--- config.mk ---
export PLATFORM = sky130hd
export DESIGN_NAME = mem_arbiter
export DESIGN_NICKNAME = d
export VERILOG_FILES = /design/src/rtl/mem_arb_pkg.sv /design/src/rtl/mem_arb_rr.sv /design/src/rtl/mem_arbiter.sv
export SDC_FILE = /design/constraint.sdc
export NUM_CORES = 1
export LEC_CHECK = 0
export CORE_MARGIN = 1.5
export CORE_UTILIZATION = 24
export DETAILED_ROUTE_END_ITERATION = 8
export MAX_ROUTING_LAYER = met4
export SETUP_SLACK_MARGIN = 0.15
export SYNTH_ARGS = -nofsm -noshare
export SYNTH_HDL_FRONTEND = slang
export SYNTH_SLANG_ARGS = --single-unit
--- constraint.sdc ---
create_clock -name clk -period 1.5 [get_ports clk]
set_clock_uncertainty 0.2 [all_clocks]
set_input_delay 0.225 -clock clk [delete_from_list [all_inputs] [get_ports clk]]
set_output_delay 0.225 -clock clk [all_outputs]
set_load 0.01 [all_outputs]
--- src/rtl/mem_arb_pkg.sv ---
// Shared types and default widths for the two-requester memory arbiter.
package mem_arb_pkg;

  localparam int DEF_ADDR_W = 8;
  localparam int DEF_DATA_W = 8;

  typedef enum logic [1:0] {
    IDLE  = 2'd0,
    SERVE = 2'd1,
    DONE  = 2'd2
  } state_t;

endpackage

--- src/rtl/mem_arb_rr.sv ---
// Two-way round-robin winner select: a sole requester wins; on a tie the
// requester that was not granted last time wins.
module mem_arb_rr (
  input  logic [1:0] req,
  input  logic       last_grant,
  output logic       valid,
  output logic       winner
);

  assign valid  = |req;
  assign winner = (&req) ? ~last_grant : req[1];

endmodule

--- src/rtl/mem_arbiter.sv ---
// Two-requester single-port memory arbiter: IDLE -> SERVE -> DONE -> IDLE.
// Optional macro MEM_ARB_LOCK_EN adds a lock input for back-to-back owner accesses.
module mem_arbiter
  import mem_arb_pkg::*;
#(
  parameter int DATA_W = DEF_DATA_W,
  parameter int ADDR_W = DEF_ADDR_W
) (
  input  logic              clk,
  input  logic              reset,
  input  logic [1:0]        req,
  input  logic [1:0]        we,
  input  logic [ADDR_W-1:0] addr0,
  input  logic [ADDR_W-1:0] addr1,
  input  logic [DATA_W-1:0] wdata0,
  input  logic [DATA_W-1:0] wdata1,
`ifdef MEM_ARB_LOCK_EN
  input  logic [1:0]        lock,
`endif
  output logic [1:0]        ack,
  output logic [DATA_W-1:0] rdata,
  output logic              busy,
  output logic              mem_we,
  output logic [ADDR_W-1:0] mem_addr,
  output logic [DATA_W-1:0] mem_wdata,
  input  logic [DATA_W-1:0] mem_rdata
);

  state_t state;
  logic   owner;
  logic   last_grant;
  logic   rr_valid;
  logic   rr_winner;

  // The requester whose inputs load the memory port on entry to SERVE.
  logic              sel;
  logic              sel_we;
  logic [ADDR_W-1:0] sel_addr;
  logic [DATA_W-1:0] sel_wdata;

  mem_arb_rr u_rr (
    .req        (req),
    .last_grant (last_grant),
    .valid      (rr_valid),
    .winner     (rr_winner)
  );

  assign sel       = (state == IDLE) ? rr_winner : owner;
  assign sel_we    = we[sel];
  assign sel_addr  = sel ? addr1 : addr0;
  assign sel_wdata = sel ? wdata1 : wdata0;

  // NOTE: the memory port is registered and cleared by the asynchronous
  // reset, so a reset during SERVE drops mem_we before the commit edge.
  always_ff @(posedge clk or negedge reset) begin
    if (!reset) begin
      state      <= IDLE;
      owner      <= 1'b0;
      last_grant <= 1'b1;
      rdata      <= '0;
      ack        <= '0;
      busy       <= 1'b0;
      mem_we     <= 1'b0;
      mem_addr   <= '0;
      mem_wdata  <= '0;
    end else begin
      // NOTE: every state register uses non-blocking assignment so all
      // reads in this block see the pre-edge values.
      ack       <= '0;
      mem_we    <= 1'b0;
      mem_addr  <= '0;
      mem_wdata <= '0;
      unique case (state)
        IDLE: begin
          if (rr_valid) begin
            state     <= SERVE;
            owner     <= rr_winner;
            busy      <= 1'b1;
            mem_we    <= sel_we;
            mem_addr  <= sel_addr;
            mem_wdata <= sel_wdata;
          end
        end
        SERVE: begin
          state      <= DONE;
          rdata      <= mem_rdata;
          last_grant <= owner;
          ack        <= owner ? 2'b10 : 2'b01;
        end
        DONE: begin
`ifdef MEM_ARB_LOCK_EN
          if (lock[owner] && req[owner]) begin
            state     <= SERVE;
            mem_we    <= sel_we;
            mem_addr  <= sel_addr;
            mem_wdata <= sel_wdata;
          end else begin
            state <= IDLE;
            busy  <= 1'b0;
          end
`else
          state <= IDLE;
          busy  <= 1'b0;
`endif
        end
        default: begin
          state <= IDLE;
          busy  <= 1'b0;
        end
      endcase
    end
  end

endmodule

==> impl_metrics.ini <==
[grt]
grt_pass1_vias = 1043
grt_overflow = 0
grt_pass1_wl_mm = 4.871
antenna_found_initial = 0
grt_max_degree = 33
grt_usage_pct = 12.80

[worst_hold_path]
hold_class = input port to async pin

[yosys]
synth_top_area_cell = dfrtp_1
ys_warn_count = 0
synth_seq_cells = 32
synth_cell_types = 16
synth_top_area_share_pct = 66.17
synthArstFlopShare_pct = 100.0
synth-edff-count = 0
synth_area_leaders = dfrtp_1, a22o_1, mux2_2, buf_6, dfstp_2
ys.flop_type = dfrtp_1
yosysSeqAreaShare_pct = 68.41
postSynthAreaPerCell_um2 = 15.63
netlist_area_mm2 = 0.001172
synthCells = 75
synth_fp_nets = 121

[sta]
rsz0062_at_grt = true
setup_viol = 17
hold_ws_ns = 0.1063
timing.fmax_ghz = 0.6528
layout_min_cycle_time_ns = 1.532
slew_headroom_pct = 88.10
fin_crit_sh_pct = 102.1
drv_slew = 0
layout_setup_ws_ns = -0.03197
setup_tns_ns = -0.3579
hold_violations = 0
tightest_slew_ns = 0.1786

[setup_path]
rrSetupSlack_ns = -0.03
cp-end-kind = flip-flop
worstReg2RegEnd = mem_addr[2]$_DFF_PN0_
worstReg2RegStart = state[1]$_DFFE_PN0P_
worstPathCellList = or3b_4, a21oi_4, buf_12, a22o_1
crit_path_max_incr_delay_ns = 0.43
critPathKind = flip-flop to flip-flop
cp-start-kind = flip-flop
worst_path_dominant_cell_family = simple AND/OR/NAND/NOR gates
worstRegToRegCells = 4
arrival_ns = 1.55
worst-path-buf-inv = 1
slowest_stage = or3b_4
required_ns = 1.51
worst-path-max-fanout = 17

[floorplan]
dieArea_mm2 = 0.005313
rows = 25
initial_core_util_pct = 24.82
core_area_mm2 = 0.004723
die_y_um = 72.89
num_io_pins = 74
die_w_um = 72.89

[detailed_routing]
avgViaCountPerCell = 4.202
drcViolationCount = 0
ant_nets = 0
drt_iter0_markers = 13
dr.pass1.iters = 3
routed_wl_mm = 3.090
wl_per_cell_um = 13.26
vias = 979

[place]
numPlacedInstances = 219
placed_area_mm2 = 0.002043
port_buffers = 73
hpwl_mm = 2.155
gp_congestion = 0.7174

[cells_and_area]
fin_cells = 233
num-nets-final = 211
fin_area_mm2 = 0.002198
drive_gt1_share_pct = 27.71
layout_commonest_cell = clkdlybuf4s50_1
syn2layout_area_growth_pct = 87.51
final_cell_mix = clkdlybuf4s50_1, dfrtp_1, clkdlybuf4s15_1
diodes = 0
finish.utilization_pct = 46.54

[clock_tree]
cts_buffer_depth = 2
clk_pin_slew_worst_paths_ns = 0.06
cts_tree = built
clk_latency_ns = 0.28
cts.sinks = 32
h-tree-depth = 2
cts-root-buf = clkbuf_8
cts_buffers = 5

[power_and_ir_drop]
leakage_nw = 1.010
power.density_cell_area_mw_per_mm2 = 1724
max-vdd-ir-drop_v = 0.0005129

[run]
cap_violations = 0

[run_status]
violations = setup timing
outcome = complete, but fails checks
layer usage:
layer	routed length (um)	up-vias	GRT usage, %
met5	0	-	-
met4	42	0	4.403
met3	199	7	5.110
met2	1725	39	23.34
met1	1122	481	12.13
li1	-	452	-
logic make-up (layout without fill, tap and decap cells):
| kind of cell | after synthesis | after routing | synth area share (%) |
|---|---|---|---|
| buf+inv | 6 | 97 | 3.842 |
| flops | 32 | 32 | 68.41 |
| simple gates | 7 | 7 | 3.310 |
| mux | 8 | 8 | 7.684 |
| compound gates | 22 | 22 | 16.76 |
where the power goes:
| part | switching (W) | internal (W) |
|---|---|---|
| sequential | 0.000163 | 0.00121 |
| combinational | 0.000697 | 0.00105 |
| clock | 0.000295 | 0.000374 |
flip-flops by register name (all words and copies together), names as in the netlist:
| register | flops |
|---|---|
| owner | 1 |
| ack | 2 |
| last_grant | 1 |
| state | 2 |
| mem_wdata | 8 |
| mem_addr | 8 |
| mem_we | 1 |
| rdata | 8 |
| busy | 1 |
layout make-up:
| cell class | count | area [um^2] |
|---|---|---|
| sequential | 32 | 802.0 |
| fill | 440 | 2525 |
| clock buffer | 8 | 90.09 |
| multi-input combinational | 37 | 370.4 |
| timing repair buffer | 85 | 825.8 |
| inverter | 3 | 18.77 |
| timing repair inverter | 1 | 7.507 |
| tap | 67 | 83.83 |
synthesized netlist by cell type, types with 2 or more instances:
library cell / number
a21o_1: 2
mux2_2: 8
nand2_1: 2
a22o_1: 17
buf_6: 3
dfrtp_1: 31
nor2_1: 2
inv_1: 2
how the worst max path moves through the flow:
stage                              start  slack [ns]                endpoint  depth (start not counted)
finish              state[1]$_DFFE_PN0P_       -0.03   mem_addr[2]$_DFF_PN0_                          4
global route        state[1]$_DFFE_PN0P_       -0.07  mem_wdata[3]$_DFF_PN0_                          4
detailed placement                req[0]       -0.33   mem_addr[3]$_DFF_PN0_                          5
floorplan           state[1]$_DFFE_PN0P_      0.0009   mem_addr[0]$_DFF_PN0_                          4
global placement                  req[0]       -0.31   mem_addr[4]$_DFF_PN0_                          5
CTS                 state[1]$_DFFE_PN0P_       -0.03   mem_addr[2]$_DFF_PN0_                          4
metrics by stage:
stage	setup slack, ns	power (W)
finish	-0.03197	0.003790
CTS	-0.03271	0.003917
detailed placement	-0.3325	0.002997
global route	-0.07196	0.004020
global placement	-0.3074	0.002953
floorplan	0.0009223	0.002094
what timing repair did:
action / CTS / global route
hold buffers: 0 / 0
cloned: 1 / 0
setup endpoints to repair: 55 / 40
pin swaps: 1 / 1
buffers inserted: 5 / 0
gates resized for setup: 77 / 11
Power figures use the tool's default switching activity.
